<file path="src/rtl/tile_clock_gate_sequencer.sv">
// Tile clock-gate sequencer: round-robin gate/ungate arbitration, quiesce -> reset -> gate going down,
// ungate -> reset-hold -> release going up. Define TILE_CG_GATED_CYCLES_EN to add the gated_cycles counter.
module tile_clock_gate_sequencer #(
  parameter int NUM_REQ         = 2,
  parameter int ID_W            = 1,
  parameter int CNT_W           = 8,
  parameter int QUIESCE_TIMEOUT = 200,
  parameter int RESET_HOLD      = 8
) (
  input  logic               clock,
  input  logic               reset,
  input  logic [NUM_REQ-1:0] req_valid,
  input  logic [NUM_REQ-1:0] req_gate,
  output logic [NUM_REQ-1:0] req_ready,
  output logic               resp_valid,
  output logic [ID_W-1:0]    resp_id,
  output logic               resp_ok,
  output logic               quiesce_req,
  input  logic               quiesce_ack,
  output logic               clock_en,
  output logic               tile_reset,
  output logic               gated,
  output logic               timeout_err,
  input  logic               err_clear
`ifdef TILE_CG_GATED_CYCLES_EN
  ,
  output logic [31:0]        gated_cycles
`endif
);

  typedef enum logic [2:0] {RUN, QUIESCE, RST_DN, GATED, RST_UP} state_t;

  localparam logic             QT_EN  = (QUIESCE_TIMEOUT != 0);
  localparam logic [CNT_W-1:0] QT_LIM = CNT_W'(QUIESCE_TIMEOUT - 1);
  localparam logic [CNT_W-1:0] RH_LIM = CNT_W'(RESET_HOLD - 1);

  state_t            state_q, state_d;
  logic [CNT_W-1:0]  cnt_q, cnt_d;
  logic [ID_W-1:0]   ptr_q, ptr_d;
  logic [ID_W-1:0]   id_q, id_d;
  logic              resp_valid_q, resp_valid_d;
  logic              resp_ok_q, resp_ok_d;
  logic [ID_W-1:0]   resp_id_q, resp_id_d;
  logic              err_q, err_d;

  logic              arb_en;
  logic              found;
  logic [NUM_REQ-1:0] grant;
  logic [ID_W-1:0]   win_id;
  logic [ID_W-1:0]   win_nxt;
  logic [ID_W:0]     sum;
  logic [ID_W-1:0]   idx;

  function automatic logic [CNT_W-1:0] sat_inc(input logic [CNT_W-1:0] v);
    return (&v) ? v : v + 1'b1;
  endfunction

  // Arbitration is held off while reset is asserted so req_ready reads zero in reset.
  assign arb_en = reset && ((state_q == RUN) || (state_q == GATED));

  always_comb begin
    grant  = '0;
    win_id = '0;
    found  = 1'b0;
    sum    = '0;
    idx    = '0;
    for (int k = 0; k < NUM_REQ; k++) begin
      sum = {1'b0, ptr_q} + (ID_W+1)'(k);
      if (sum >= (ID_W+1)'(NUM_REQ)) sum = sum - (ID_W+1)'(NUM_REQ);
      idx = sum[ID_W-1:0];
      if (arb_en && !found && req_valid[idx]) begin
        found      = 1'b1;
        grant[idx] = 1'b1;
        win_id     = idx;
      end
    end
  end

  assign win_nxt = (win_id == ID_W'(NUM_REQ - 1)) ? '0 : win_id + 1'b1;

  always_comb begin
    state_d      = state_q;
    cnt_d        = cnt_q;
    ptr_d        = ptr_q;
    id_d         = id_q;
    resp_valid_d = 1'b0;
    resp_ok_d    = resp_ok_q;
    resp_id_d    = resp_id_q;
    err_d        = err_q & ~err_clear;
    if (found) begin
      ptr_d = win_nxt;
      id_d  = win_id;
    end
    case (state_q)
      RUN: begin
        if (found) begin
          if (req_gate[win_id]) begin
            state_d = QUIESCE;
            cnt_d   = '0;
          end else begin
            resp_valid_d = 1'b1;
            resp_ok_d    = 1'b1;
            resp_id_d    = win_id;
          end
        end
      end
      QUIESCE: begin
        // Ack takes priority over a timeout landing in the same cycle.
        if (quiesce_ack) begin
          state_d = RST_DN;
          cnt_d   = '0;
        end else if (QT_EN && (cnt_q == QT_LIM)) begin
          state_d      = RUN;
          resp_valid_d = 1'b1;
          resp_ok_d    = 1'b0;
          resp_id_d    = id_q;
          err_d        = 1'b1;
        end else begin
          cnt_d = sat_inc(cnt_q);
        end
      end
      RST_DN: begin
        if (cnt_q == RH_LIM) begin
          state_d      = GATED;
          resp_valid_d = 1'b1;
          resp_ok_d    = 1'b1;
          resp_id_d    = id_q;
        end else begin
          cnt_d = sat_inc(cnt_q);
        end
      end
      GATED: begin
        if (found) begin
          if (!req_gate[win_id]) begin
            state_d = RST_UP;
            cnt_d   = '0;
          end else begin
            resp_valid_d = 1'b1;
            resp_ok_d    = 1'b1;
            resp_id_d    = win_id;
          end
        end
      end
      RST_UP: begin
        if (cnt_q == RH_LIM) begin
          state_d      = RUN;
          resp_valid_d = 1'b1;
          resp_ok_d    = 1'b1;
          resp_id_d    = id_q;
        end else begin
          cnt_d = sat_inc(cnt_q);
        end
      end
      default: state_d = RUN;
    endcase
  end

  always_ff @(posedge clock or negedge reset) begin
    if (!reset) begin
      state_q      <= RUN;
      cnt_q        <= '0;
      ptr_q        <= '0;
      id_q         <= '0;
      resp_valid_q <= 1'b0;
      resp_ok_q    <= 1'b0;
      resp_id_q    <= '0;
      err_q        <= 1'b0;
    end else begin
      state_q      <= state_d;
      cnt_q        <= cnt_d;
      ptr_q        <= ptr_d;
      id_q         <= id_d;
      resp_valid_q <= resp_valid_d;
      resp_ok_q    <= resp_ok_d;
      resp_id_q    <= resp_id_d;
      err_q        <= err_d;
    end
  end

  assign req_ready   = grant;
  assign resp_valid  = resp_valid_q;
  assign resp_ok     = resp_ok_q;
  assign resp_id     = resp_id_q;
  assign timeout_err = err_q;
  assign quiesce_req = (state_q == QUIESCE);
  assign clock_en    = (state_q != GATED);
  assign gated       = (state_q == GATED);
  assign tile_reset  = (state_q == RST_DN) || (state_q == GATED) || (state_q == RST_UP);

`ifdef TILE_CG_GATED_CYCLES_EN
  logic [31:0] gcyc_q, gcyc_d;

  always_comb begin
    gcyc_d = gcyc_q;
    if (err_clear) gcyc_d = '0;
    else if ((state_q == GATED) && (gcyc_q != 32'hFFFF_FFFF)) gcyc_d = gcyc_q + 32'd1;
  end

  always_ff @(posedge clock or negedge reset) begin
    if (!reset) gcyc_q <= '0;
    else        gcyc_q <= gcyc_d;
  end

  assign gated_cycles = gcyc_q;
`else
  // No gated-cycle counter in this build.
`endif

endmodule

</file>
<file path="config.mk">
export PLATFORM = sky130hd
export DESIGN_NAME = tile_clock_gate_sequencer
export DESIGN_NICKNAME = d
export VERILOG_FILES = /design/src/rtl/tile_clock_gate_sequencer.sv
export SDC_FILE = /design/constraint.sdc
export NUM_CORES = 1
export LEC_CHECK = 0
export ABC_CLOCK_PERIOD_IN_PS = 3900
export BUFFER_PORTS_ARGS = -buffer_cell sky130_fd_sc_hd__buf_2
export CAP_MARGIN = 5
export CORE_MARGIN = 2
export CORE_UTILIZATION = 37
export DETAILED_ROUTE_END_ITERATION = 12
export PLACE_DENSITY_LB_ADDON = 0.2
export RECOVER_POWER = 50
export SYNTH_ARGS = -nofsm -noshare
export SYNTH_HDL_FRONTEND = slang
export SYNTH_SLANG_ARGS = --single-unit
</file>
<file path="constraint.sdc">
create_clock -name clock -period 3.9 [get_ports clock]
set_input_delay 0.78 -clock clock [delete_from_list [all_inputs] [get_ports clock]]
set_output_delay 0.78 -clock clock [all_outputs]
set_load 0.02 [all_outputs]
</file>
* Yosys cells after proc, flatten, opt, wreduce, memory -nomap -nowiden *
Index checks and enable logic that the tools add are counted.

storage, ports and cells
  bits in registers = 17
  input bits = 8
  output and inout port bits = 10
  word-level logic and storage cells = 125

operators by class
  add/subtract/negate cells = 5
  magnitude comparators = 7
  equal/unequal tests = 21
  multiplexer cells = 64
  bitwise logic cells = 3
  reductions and logical operators = 17

operators by type and width
  operator                                                     count
  2-to-1 mux 8 bit                                             8
  2-to-1 mux 1 bit                                             39
  one-hot mux 8 bit (4 select lines)                           1
  2-to-1 mux 3 bit                                             8
  AND reduction 8 bit                                          2
  one-hot mux 3 bit (5 select lines)                           1
  != test 2 bit (second input constant)                        7
  AND reduction 7 bit                                          2
  one-hot mux 1 bit (4 select lines)                           3
  != test 2 x 1 -> 1 bit (second input constant)               5
  adder 8 x 1 -> 8 bit (second input constant)                 1
  equality test 8 x 3 -> 1 bit (second input constant)         1
  equality test 8 bit (second input constant)                  1
  equality test 3 x 2 -> 1 bit (second input constant)         2
  logical AND 1 bit                                            6
  less-than comparator 1 x 2 -> 1 bit (second input constant)  3
  2-to-1 mux 2 bit                                             2
  nonzero test 4 bit                                           1
  equality test 3 x 1 -> 1 bit (second input constant)         1
  equality test 3 bit (second input constant)                  1
  logical NOT 3 bit                                            1
  logical OR 1 bit                                             3
  != test 3 x 1 -> 1 bit (second input constant)               1
  != test 3 x 2 -> 1 bit (second input constant)               1
  other kinds (13)                                             16

* Longest topological paths before layout *
  depth in word-level cells = 15
  depth in mapped cells = 9
  gate-level depth less buffers = 7

* Least setup slack after synthesis *
OpenSTA, ideal clock, no wires.

  path type = input-to-reg
  start = in reset
  end = reg state_q[0]
  library setup time = 0.128 ns
  arrival time = 2.303 ns
  data required time = 3.772 ns
  setup slack = 1.469 ns
  stages on the path = 7
  path buffers = 0
  cell sequence = nor2b_1 a41o_1 nand2_1 ha_1 a31oi_4 o211ai_2 mux2_1

on the way
  word-level cells in the longest chain between the ends = 11
  elaborated cells between the ends (all ways) = 16
  classes of those cells = 4 x eq/ne; 6 x mux; 6 x reduce/logical

ends and longest elaborated chain
  what                                                                             RTL line  RTL
  start, declared                                                                  11        input logic reset,
  logical AND 1 bit (*)                                                            59        assign arb_en = reset && ((state_q == RUN) || (state_q == GATED));
  logical AND 1 bit                                                                71        if (arb_en && !found && req_valid[idx]) begin
  2-to-1 mux 1 bit                                                                 71
  logical NOT 1 bit                                                                71
  logical AND 1 bit (2 in a row)                                                   71
  2-to-1 mux 1 bit                                                                 71
  2-to-1 mux 1 bit (not written as such) (2 in a row)                              97, 134
  != test 2 x 1 -> 1 bit (no source line) / != test 2 bit (equally long branches)  --
  AND reduction 7 bit (no source line) (*)                                         --
  end signal, assigned                                                             169       state_q <= state_d;
  end, declared                                                                    37        state_t state_q, state_d;

Every way passes the cells marked *; elsewhere a longest branch is shown, timed or not. The select of a mux whose other input is x is not followed.
A chain may end at the register's enable or synchronous reset.

* Worst setup path in the final report *
  start = in reset
  end = reg resp_id_q, in the netlist resp_id

on the way
  word-level cells in the longest chain between the ends = 11
  elaborated cells between the ends (all ways) = 21
  classes of those cells = 4 x eq/ne; 11 x mux; 6 x reduce/logical

ends and longest elaborated chain
  what                                                                             RTL line  RTL
  logical AND 1 bit (*)                                                            59
  logical AND 1 bit                                                                71
  2-to-1 mux 1 bit                                                                 71
  logical NOT 1 bit                                                                71
  logical AND 1 bit (2 in a row)                                                   71
  2-to-1 mux 1 bit                                                                 71
  2-to-1 mux 1 bit (not written as such) (2 in a row)                              97, 134
  != test 2 bit (no source line) / != test 2 x 1 -> 1 bit (equally long branches)  --
  AND reduction 8 bit (no source line)                                             --
  end signal, assigned                                                             175       resp_id_q <= resp_id_d;
  end, declared                                                                    43        logic [ID_W-1:0] resp_id_q, resp_id_d;

Marks and branches as above.

==> reports/qor.yml <==
hpwl_um: 2250
first_global_vias: 1175
period_minus_slack_ns: 2.93
whs_ns: 0.492
clock_latency_ns: 0.30
synthCells: 146
crit_path_end_kind: "register"
ys_seq_area_share_pct: 33.3
io_buffers: 17
grt_max_degree: 21
cts_sinks: 17
ys_seq_elements: 17
drtPass1Iterations: 4
vdd_ir_drop_max_mv: 0.235
synth_top_family_by_area: "compound AO/OA/AOI/OAI gates"
htreeDepth: 1
setup_violations: 0
num_vias: 1222
finalCritPeriodShare_pct: 75.1
p_leak_nw: 0.652
grt_usage_pct: 17.0
synth_area_um2: 1280
setup_tns_ns: 0
grt_pass1_wl_um: 5350
post_cts_buffers: 0
die_h_um: 62.7
yosysUniqueCellTypes: 50
synth_top_area_cell: "dfrtp_1"
drv_slew: 0
holdBufCountCts: 0
drc: 0
fillers: 350
yosys.area_share.xor_xnor_pct: 2.65
synth_edf_count: 0
tightest_slew_ns: 0.955
worstSetupPathType: "in -> reg"
maxCapViolCount: 0
initial_utilization_pct: 38.2
crit_arrival_ns: 3.13
outcome: "finished clean"
die-area_um2: 3940
num_rows: 21
cts_resized: 0
drive_above_1_share_pct: 17.2
fin_worst_skew_ns: 0.00409
overflow: 0
synthAdderAreaFrac_pct: 1.96
yosys-mux-area-fraction_pct: 4.41
synthFlopType: "dfrtp_1"
critPathLaunchType: "primary input"
slew_headroom_pct: 36.4
drt-vias-per-instance: 5.85
cts_root_buffer: "clkbuf_4"
path_clk_slew_ns: 0.11
ant_nets: 0
ys_top_cells_by_count: "17 x dfrtp_1, 12 x inv_1, 11 x nand2_1"
n_antenna_cell: 0
wl_per_cell_um: 14.2
ys_async_sr_fraction_pct: 100
cp_max_fo: 19
fp.dieW_um: 62.7
timing.fmax_ghz: 0.341
cts_tree: "yes"
num_io_pins: 18
yosys_warnings: 0
synth_top_area_share_pct: 33.3
core_um2: 3340
yosys-top-cells-area: "dfrtp_1 33%, o21ai_0 3.5%, inv_1 3.5%"
p_per_area_nw_per_um2: 721
nets: 174
wirelength_um: 2960
hold_viol: 0
avgSynthCellArea_um2: 8.74
syn-num-nets: 156
globalplace.congestion: 0.855
required_ns: 4.10
grt_antenna_before_repair: 0
total_power_mw: 1.02
clockBufferDepth: 2
first_iter_violations: 67
yosysMostFrequentCell: "dfrtp_1"
synth_compound_area_share_pct: 26.4
hp-class: "reg -> reg"
cts_made_buffers: 3
rsz0062_at_grt: "no"
synth-simple-area-share_pct: 25.2
area_growth_pct: 10.7
-- flip-flops by register name, indices dropped and copies added, names as in the netlist --
signal / cells
timeout_err: 1
resp_valid: 1
state_q: 3
cnt_q: 8
resp_ok: 1
resp_id: 1
id_q: 1
ptr_q: 1
-- where the power goes --
| part | leakage (nW) | total, mW | switching [mW] | internal [mW] |
|---|---|---|---|---|
| Clock | 0.0177 | 0.101 | 0.0624 | 0.0383 |
| Sequential | 0.224 | 0.307 | 0.0850 | 0.222 |
| Combinational | 0.411 | 0.611 | 0.358 | 0.253 |
| Total | 0.652 | 1.02 | 0.505 | 0.514 |
-- critical path, cell delays in order --
cell      delay (ns)
buf_2           0.08
clkbuf_1        0.70
o21ai_0         0.41
nor3_1          0.25
o22ai_1         0.14
a2111o_1        0.44
mux2_4          0.31
-- metal layers --
| layer | track usage (%) | up-vias | part of all wire [%] |
|---|---|---|---|
| met5 | 0 | - | 0 |
| met4 | 5.28 | 0 | 1.3 |
| met3 | 4.50 | 6 | 4.4 |
| met2 | 26.9 | 27 | 47 |
| met1 | 22.9 | 607 | 48 |
| li1 | - | 582 | - |
-- per-stage QoR --
| stage | setup slack, ns | utilization, % | instances | area (um^2) |
|---|---|---|---|---|
| finish | 0.971 | 42.3 | 209 | 1410 |
| global placement | 1.16 | 41.8 | 205 | 1390 |
| floorplan | 1.47 | - | 146 | 1280 |
| detailed placement | 1.06 | 41.8 | 205 | 1390 |
| CTS | 1.21 | 42.6 | 209 | 1420 |
| global route | 0.652 | 42.3 | 209 | 1410 |
-- path summary, 6_finish.rpt --
| kind | slack [ns] | cells after the start | end | from |
|---|---|---|---|---|
| worst max-delay path | 0.97 | 7 | resp_id | reset |
| worst min-delay path | 0.49 | 2 | id_q | id_q |
| worst max register to register | 1.25 | 7 | state_q[0] | state_q[2] |
| worst min register to register | 0.49 | 2 | id_q | id_q |
| max in group asynchronous | 2.64 | 2 | id_q | reset |
| min in group asynchronous | 0.68 | 2 | state_q[0] | reset |
-- kinds of logic after synthesis --
kind of cell	count (synthesis)
muxes	5
adders and majority gates	2
buffers and inverters	17
AOI/OAI and AO/OA	43
xor gates and xnor gates	3
and+or+nand+nor	59
DFF	17
-- layout make-up --
type	instances	area [um^2]	area share (%)
timing repair buffer	18	83.8	5.93
clock inverter	1	5.00	0.354
inverter	12	45.0	3.19
sequential	17	425	30.1
multi-input combinational	112	773	54.7
clock buffer	3	22.5	1.59
tap	46	57.6	4.07
-- placed cells by master, fill, tap and decap left out, drive strengths merged, types with 4 or more instances in the layout --
cell | netlist | routed
a21oi | 7 | 7
a31oi | 5 | 5
a41oi | 4 | 4
and3 | 7 | 7
buf | 4 | 13
clkbuf | 1 | 8
dfrtp | 17 | 17
inv | 12 | 12
nand2 | 11 | 11
nand3 | 6 | 6
nor2 | 7 | 7
nor3 | 7 | 7
o21ai | 9 | 9
Power figures use the tool's default switching activity.
